`src/rtl/axi_write_arbiter_if.sv`:
```
// Bus bundle for axi_write_arbiter: N upstream AW/W requesters on one side,
// a single downstream AW/W port on the other, plus route-FIFO occupancy.
//   slave  : arbiter view (takes upstream valids, drives downstream)
//   master : environment view (drives upstream, consumes downstream)
interface axi_write_arbiter_if #(
   parameter int unsigned NumInp   = 2,
   parameter int unsigned AwWidth  = 64,
   parameter int unsigned WWidth   = 72,
   parameter int unsigned MaxWTxns = 4
);
   localparam int unsigned IdxW = (NumInp > 1) ? $clog2(NumInp) : 1;
   localparam int unsigned CntW = $clog2(MaxWTxns + 1);

   logic [NumInp-1:0]         inp_aw_valid_i;
   logic [NumInp*AwWidth-1:0] inp_aw_i;
   logic [NumInp-1:0]         inp_aw_ready_o;
   logic [NumInp-1:0]         inp_w_valid_i;
   logic [NumInp*WWidth-1:0]  inp_w_i;
   logic [NumInp-1:0]         inp_w_last_i;
   logic [NumInp-1:0]         inp_w_ready_o;

   logic                      oup_aw_valid_o;
   logic [AwWidth-1:0]        oup_aw_o;
   logic [IdxW-1:0]           oup_aw_sel_o;
   logic                      oup_aw_ready_i;
   logic                      oup_w_valid_o;
   logic [WWidth-1:0]         oup_w_o;
   logic                      oup_w_last_o;
   logic                      oup_w_ready_i;

   logic [CntW-1:0]           w_pending_o;

   modport slave (
      input  inp_aw_valid_i, inp_aw_i, inp_w_valid_i, inp_w_i, inp_w_last_i,
             oup_aw_ready_i, oup_w_ready_i,
      output inp_aw_ready_o, inp_w_ready_o, oup_aw_valid_o, oup_aw_o, oup_aw_sel_o,
             oup_w_valid_o, oup_w_o, oup_w_last_o, w_pending_o
   );

   modport master (
      output inp_aw_valid_i, inp_aw_i, inp_w_valid_i, inp_w_i, inp_w_last_i,
             oup_aw_ready_i, oup_w_ready_i,
      input  inp_aw_ready_o, inp_w_ready_o, oup_aw_valid_o, oup_aw_o, oup_aw_sel_o,
             oup_w_valid_o, oup_w_o, oup_w_last_o, w_pending_o
   );
endinterface

```
`src/rtl/axi_write_arbiter.sv`:
```
// axi_write_arbiter: shares one downstream AXI write port (AW + W) between
// NumInp requesters. Round-robin on AW; W bursts follow granted-AW order via a
// route FIFO of input indices, so bursts never interleave downstream.
// Ports:
//   clk_i   clock, rising edge
//   rst_ni  asynchronous reset, active low
//   bus     axi_write_arbiter_if.slave (upstream AW/W, downstream AW/W,
//           oup_aw_sel_o for a B demux, w_pending_o = route-FIFO occupancy)
//
// AW grant FSM:
//   state   | meaning
//   ST_ARB  | grant chosen combinationally, round-robin from rr pointer
//   ST_LOCK | downstream stalled a valid AW; grant held until handshake
module axi_write_arbiter #(
   parameter int unsigned NumInp   = 2,
   parameter int unsigned AwWidth  = 64,
   parameter int unsigned WWidth   = 72,
   parameter int unsigned MaxWTxns = 4
) (
   input  logic                clk_i,
   input  logic                rst_ni,
   axi_write_arbiter_if.slave  bus
);
   localparam int unsigned IdxW = (NumInp > 1) ? $clog2(NumInp) : 1;
   localparam int unsigned CntW = $clog2(MaxWTxns + 1);
   localparam int unsigned PtrW = (MaxWTxns > 1) ? $clog2(MaxWTxns) : 1;

   typedef enum logic {ST_ARB, ST_LOCK} state_e;

   state_e          state_q, state_d;
   logic [IdxW-1:0] lock_idx_q, lock_idx_d;
   logic [IdxW-1:0] rr_q, rr_d;
   logic [IdxW-1:0] winner, idx, sel, head;
   logic            any_req, aw_valid, aw_hs, push, pop, full, empty;

   logic [IdxW-1:0] fifo_q [MaxWTxns];
   logic [PtrW-1:0] wr_q, rd_q;
   logic [CntW-1:0] cnt_q;

   function automatic logic [PtrW-1:0] ptr_inc(input logic [PtrW-1:0] p);
      return (p == PtrW'(MaxWTxns - 1)) ? '0 : p + PtrW'(1);
   endfunction

   assign full  = (cnt_q == CntW'(MaxWTxns));
   assign empty = (cnt_q == '0);
   assign head  = fifo_q[rd_q];

   // Scan from highest offset down so the lowest offset from rr_q wins.
   always_comb begin
      winner  = '0;
      idx     = '0;
      any_req = 1'b0;
      for (int i = int'(NumInp) - 1; i >= 0; i--) begin
         idx = IdxW'((int'(rr_q) + i) % int'(NumInp));
         if (bus.inp_aw_valid_i[idx]) begin
            winner  = idx;
            any_req = 1'b1;
         end
      end
   end

   always_comb begin
      state_d    = state_q;
      lock_idx_d = lock_idx_q;
      rr_d       = rr_q;

      if (state_q == ST_LOCK) sel = lock_idx_q;
      else if (any_req)       sel = winner;
      else                    sel = rr_q;

      // Gated by rst_ni so no request leaks out while reset is asserted.
      aw_valid = rst_ni && !full && bus.inp_aw_valid_i[sel];
      aw_hs    = aw_valid && bus.oup_aw_ready_i;

      case (state_q)
         ST_ARB: begin
            if (aw_valid && !bus.oup_aw_ready_i) begin
               state_d    = ST_LOCK;
               lock_idx_d = sel;
            end
         end
         ST_LOCK: begin
            if (aw_hs) state_d = ST_ARB;
         end
         default: state_d = ST_ARB;
      endcase

      if (aw_hs) rr_d = IdxW'((int'(sel) + 1) % int'(NumInp));

      bus.oup_aw_valid_o = aw_valid;
      bus.oup_aw_sel_o   = sel;
      bus.oup_aw_o       = bus.inp_aw_i[int'(sel)*AwWidth +: AwWidth];
      bus.inp_aw_ready_o = '0;
      if (rst_ni && !full) bus.inp_aw_ready_o[sel] = bus.oup_aw_ready_i;
   end

   always_comb begin
      bus.inp_w_ready_o = '0;
      bus.oup_w_valid_o = !empty && bus.inp_w_valid_i[head];
      bus.oup_w_o       = bus.inp_w_i[int'(head)*WWidth +: WWidth];
      bus.oup_w_last_o  = bus.inp_w_last_i[head];
      if (!empty) bus.inp_w_ready_o[head] = bus.oup_w_ready_i;
   end

   assign push            = aw_hs;
   assign pop             = bus.oup_w_valid_o && bus.oup_w_ready_i && bus.oup_w_last_o;
   assign bus.w_pending_o = cnt_q;

   always_ff @(posedge clk_i or negedge rst_ni) begin
      if (!rst_ni) begin
         state_q    <= ST_ARB;
         lock_idx_q <= '0;
         rr_q       <= '0;
      end else begin
         state_q    <= state_d;
         lock_idx_q <= lock_idx_d;
         rr_q       <= rr_d;
      end
   end

   // Push is already blocked by the registered full flag, so a same-cycle
   // pop never makes room for a push.
   always_ff @(posedge clk_i or negedge rst_ni) begin
      if (!rst_ni) begin
         wr_q  <= '0;
         rd_q  <= '0;
         cnt_q <= '0;
         for (int i = 0; i < int'(MaxWTxns); i++) fifo_q[i] <= '0;
      end else begin
         if (push) begin
            fifo_q[wr_q] <= sel;
            wr_q         <= ptr_inc(wr_q);
         end
         if (pop) rd_q <= ptr_inc(rd_q);
         case ({push, pop})
            2'b10:   cnt_q <= cnt_q + CntW'(1);
            2'b01:   cnt_q <= cnt_q - CntW'(1);
            default: cnt_q <= cnt_q;
         endcase
      end
   end
endmodule
```
`src/flat_wrapper.sv`:
```
// flat-port wrapper written by rule: the top's interface ports become plain ports
module axi_write_arbiter_flat 
#(
   parameter int unsigned NumInp   = 2,
   parameter int unsigned AwWidth  = 64,
   parameter int unsigned WWidth   = 72,
   parameter int unsigned MaxWTxns = 4
)
  (clk_i, rst_ni, bus_inp_aw_valid_i, bus_inp_aw_i, bus_inp_w_valid_i, bus_inp_w_i, bus_inp_w_last_i, bus_oup_aw_ready_i, bus_oup_w_ready_i, bus_inp_aw_ready_o, bus_inp_w_ready_o, bus_oup_aw_valid_o, bus_oup_aw_o, bus_oup_aw_sel_o, bus_oup_w_valid_o, bus_oup_w_o, bus_oup_w_last_o, bus_w_pending_o);
  axi_write_arbiter_if #(.NumInp(NumInp), .AwWidth(AwWidth), .WWidth(WWidth), .MaxWTxns(MaxWTxns)) bus_i ();
  input  logic clk_i;
  input  logic rst_ni;
  input wire logic [$bits(bus_i.inp_aw_valid_i)-1:0] bus_inp_aw_valid_i;
  input wire logic [$bits(bus_i.inp_aw_i)-1:0] bus_inp_aw_i;
  input wire logic [$bits(bus_i.inp_w_valid_i)-1:0] bus_inp_w_valid_i;
  input wire logic [$bits(bus_i.inp_w_i)-1:0] bus_inp_w_i;
  input wire logic [$bits(bus_i.inp_w_last_i)-1:0] bus_inp_w_last_i;
  input wire logic [$bits(bus_i.oup_aw_ready_i)-1:0] bus_oup_aw_ready_i;
  input wire logic [$bits(bus_i.oup_w_ready_i)-1:0] bus_oup_w_ready_i;
  output wire logic [$bits(bus_i.inp_aw_ready_o)-1:0] bus_inp_aw_ready_o;
  output wire logic [$bits(bus_i.inp_w_ready_o)-1:0] bus_inp_w_ready_o;
  output wire logic [$bits(bus_i.oup_aw_valid_o)-1:0] bus_oup_aw_valid_o;
  output wire logic [$bits(bus_i.oup_aw_o)-1:0] bus_oup_aw_o;
  output wire logic [$bits(bus_i.oup_aw_sel_o)-1:0] bus_oup_aw_sel_o;
  output wire logic [$bits(bus_i.oup_w_valid_o)-1:0] bus_oup_w_valid_o;
  output wire logic [$bits(bus_i.oup_w_o)-1:0] bus_oup_w_o;
  output wire logic [$bits(bus_i.oup_w_last_o)-1:0] bus_oup_w_last_o;
  output wire logic [$bits(bus_i.w_pending_o)-1:0] bus_w_pending_o;
  assign bus_i.inp_aw_valid_i = bus_inp_aw_valid_i;
  assign bus_i.inp_aw_i = bus_inp_aw_i;
  assign bus_i.inp_w_valid_i = bus_inp_w_valid_i;
  assign bus_i.inp_w_i = bus_inp_w_i;
  assign bus_i.inp_w_last_i = bus_inp_w_last_i;
  assign bus_i.oup_aw_ready_i = bus_oup_aw_ready_i;
  assign bus_i.oup_w_ready_i = bus_oup_w_ready_i;
  assign bus_inp_aw_ready_o = bus_i.inp_aw_ready_o;
  assign bus_inp_w_ready_o = bus_i.inp_w_ready_o;
  assign bus_oup_aw_valid_o = bus_i.oup_aw_valid_o;
  assign bus_oup_aw_o = bus_i.oup_aw_o;
  assign bus_oup_aw_sel_o = bus_i.oup_aw_sel_o;
  assign bus_oup_w_valid_o = bus_i.oup_w_valid_o;
  assign bus_oup_w_o = bus_i.oup_w_o;
  assign bus_oup_w_last_o = bus_i.oup_w_last_o;
  assign bus_w_pending_o = bus_i.w_pending_o;
  axi_write_arbiter #(.NumInp(NumInp), .AwWidth(AwWidth), .WWidth(WWidth), .MaxWTxns(MaxWTxns)) u_core (.clk_i(clk_i), .rst_ni(rst_ni), .bus(bus_i));
endmodule
```
`config.mk`:
```
export PLATFORM = sky130hd
export DESIGN_NAME = axi_write_arbiter_flat
export DESIGN_NICKNAME = d
export VERILOG_FILES = /design/src/rtl/axi_write_arbiter_if.sv /design/src/rtl/axi_write_arbiter.sv /design/src/flat_wrapper.sv
export SDC_FILE = /design/constraint.sdc
export NUM_CORES = 1
export LEC_CHECK = 0
export BUFFER_PORTS_ARGS = -buffer_cell sky130_fd_sc_hd__buf_2
export CORE_AREA = 4 4 162 164
export DETAILED_ROUTE_END_ITERATION = 10
export DIE_AREA = 0 0 166 168
export GPL_TIMING_DRIVEN = 0
export SLEW_MARGIN = 30
export SYNTH_ARGS = -nofsm -noshare
export SYNTH_HDL_FRONTEND = slang
export SYNTH_SLANG_ARGS = --single-unit
```
`constraint.sdc`:
```
create_clock -name clk_i -period 3.05 [get_ports clk_i]
set_clock_uncertainty 0.2 [all_clocks]
set_input_delay 0.61 -clock clk_i [delete_from_list [all_inputs] [get_ports clk_i]]
set_output_delay 0.61 -clock clk_i [all_outputs]
set_load 0.005 [all_outputs]
```
==> impl_metrics.yaml <==
run_status:
  status: "finished clean"
cts:
  path_clk_slew_ns: 0.05
  cts_buffers: 3
  htree_levels: 1
  clock_latency_ns: 0.24
  cts.hold.buffers_added: 0
  cts_buffer_depth: 2
  clock-sinks: 14
  cts_tree: "yes"
  clock-root-buffer: "clkbuf_16"
  post_cts_buffers: 0
  ctsResizeCount: 0
timing:
  fin_setup_tns_ns: 0
  fmax_mhz: 342
  period_minus_slack_ns: 2.92
  max_slew_margin_pct: 55.6
  rsz0062_at_grt: "yes"
  post-route-period-util_pct: 95.8
  final_max_slew_viol_count: 0
  setup_viol: 0
  worst_slew_pin_slew_ns: 0.665
  postLayoutSetupSlackWorst_ns: 0.129
  hold_viol_final: 0
setup_path:
  reg2reg_depth: 10
  end_kind: "output port"
  start_kind: "input pin"
  cp.required_ns: 2.24
  critical_path_class: "in2out"
  reg2reg_to: "u_core.bus.w_pending_o[2]"
  path_max_fanout: 10
  cp.arrival_ns: 2.11
  r2r_slack_ns: 0.32
final_layout:
  nets: 1113
  drive_gt1_share_pct: 63.4
  area_growth_pct: 105
  fillers: 2838
  layout_common_cells: "432 x buf_2, 224 x nand2_1, 72 x mux2_2"
  regArea_um2: 352
  layout.cells.most_common: "buf_2"
  multi_input_area_um2: 2020
  antenna_cells: 0
logic_synthesis:
  yosysSeqAreaShare_pct: 13.9
  ys_seq_elements: 14
  synth_flop_cell: "dfrtp_1"
  syn-cell-area_um2: 2520
  synth_cells: 392
  synth_nets: 681
  postSynth.asyncResetShare_pct: 100
  synth_area_per_cell_um2: 6.44
  synth-warning-count: 0
  synth_cell_type_count: 28
  synth_edf_count: 0
floorplanning:
  initial_core_util_pct: 10.1
  core_um2: 24900
  pin_count: 429
  fp.dieH_um: 168
  die_w_um: 166
  rows: 58
  dieArea_um2: 27900
placement:
  gp_congestion: 0.903
  pre_cts_ws_ns: -0.00500
  io_buffers: 428
  place_hpwl_um: 13000
global_routing:
  antenna_found_initial: 3
  grt_pass1_wl_um: 21200
  grt_max_degree: 17
  grt-ovfl-total: 0
  grt_pass1_vias: 4173
  grt_use_total_pct: 9.26
pwr:
  p_leak_nw: 3.11
  ir_drop_uv: 357
  power_per_cell_area_nw_per_um2: 903
detailed_routing:
  wl_met1_um: 5620
  viasPerCell: 3.60
  wl_per_cell_um: 12.5
  drtAntennaViolNets: 0
  drt_wl_total_um: 14400
  firstDrtPassIters: 7
  drc: 0
  wl_met2_um: 7300
  met3WireLength_um: 1200
  top_layer_used: "met5"
  drtIter0Drc: 142
  vias: 4155
min_path:
  worstHoldPathType: "in2async"
flow_run:
  maxCapViolCount: 0
critical path, cell delays in order:
cell,delay [ns]
buf_2,0.11
inv_1,0.06
a21oi_1,0.07
o31a_1,0.32
inv_2,0.16
buf_2,0.28
mux2_2,0.36
buf_2,0.13
layout make-up:
class,count,area share (%)
inverter,14,1.01
multi-input combinational,341,39.1
buffer,22,2.12
tap,330,7.97
sequential,14,6.78
timing repair buffer,428,41.3
clock buffer,4,1.71
metal layers:
layer / GRT usage, % / vias up
li1: - / 2120
met1: 10.5 / 1768
met2: 17.7 / 242
met3: 1.67 / 23
met4: 2.55 / 2
met5: 0 / -
power breakdown:
group          internal (mW)  leakage [nW]  switching (mW)
clock network          0.198        0.0442          0.0746
logic                   1.87          2.90            2.14
registers              0.282         0.167           0.114
cell families after synthesis:
group / count (synthesis) / share of synthesized area (%)
XOR/XNOR: 3 / 1.04
AO/OA/AOI/OAI: 10 / 3.42
buffers and inverters: 37 / 5.90
multiplexers: 79 / 35.5
adder cells (fa/ha/maj): 7 / 3.77
flip-flops: 14 / 13.9
AND/OR/NAND/NOR: 242 / 36.5
synth_stat cells (2+ instances only):
| library cell | instances | area (um^2) |
|---|---|---|
| xnor2_1 | 2 | 17.5 |
| nand2_1 | 224 | 841 |
| dfrtp_1 | 14 | 350 |
| nor2_1 | 11 | 41.3 |
| buf_2 | 8 | 40.0 |
| nor3_1 | 4 | 20.0 |
| clkbuf_1 | 9 | 33.8 |
| ha_1 | 6 | 75.1 |
| mux2_2 | 72 | 811 |
| mux2i_1 | 4 | 40.0 |
| nor4_1 | 2 | 12.5 |
| o31ai_1 | 2 | 15.0 |
| inv_1 | 13 | 48.8 |
| mux2_1 | 2 | 22.5 |
| buf_1 | 6 | 22.5 |
worst max path at each step:
stage	startpoint	endpoint	slack (ns)	cells past startpoint
after CTS	bus_inp_aw_valid_i[0]	bus_oup_aw_o[1]	0.02	8
after floorplan	bus_inp_aw_valid_i[0]	u_core.bus.w_pending_o[2]	0.46	10
after detailed placement	bus_inp_aw_valid_i[0]	u_core.bus.w_pending_o[2]	-0.005	11
final	bus_inp_aw_valid_i[0]	bus_oup_aw_o[34]	0.13	8
after global routing	bus_inp_aw_valid_i[0]	bus_oup_aw_o[34]	-0.002	8
after global placement	bus_inp_aw_valid_i[0]	u_core.bus.w_pending_o[2]	0.05	11
state kept, by name (all words and copies together) (netlist names), named ones only:
signal	cells
u_core.rd_q	2
u_core.wr_q	2
u_core.bus.w_pending_o	3
u_core.lock_idx_q	1
u_core.rr_q	1
u_core.fifo_q	4
through the flow:
stage	cells	hold WS [ns]	instance area [um^2]	total power, mW	utilization (%)
after floorplan	392	0.114	2520	2.62	-
after global placement	1150	0.309	5080	4.40	20.4
after detailed placement	1150	0.326	5080	4.43	20.4
after CTS	1153	0.0854	5160	4.72	20.7
after global routing	1153	0.0966	5180	5.19	20.8
final	1153	0.0690	5180	4.68	20.8
No activity file was read; power rests on OpenSTA's default activity.
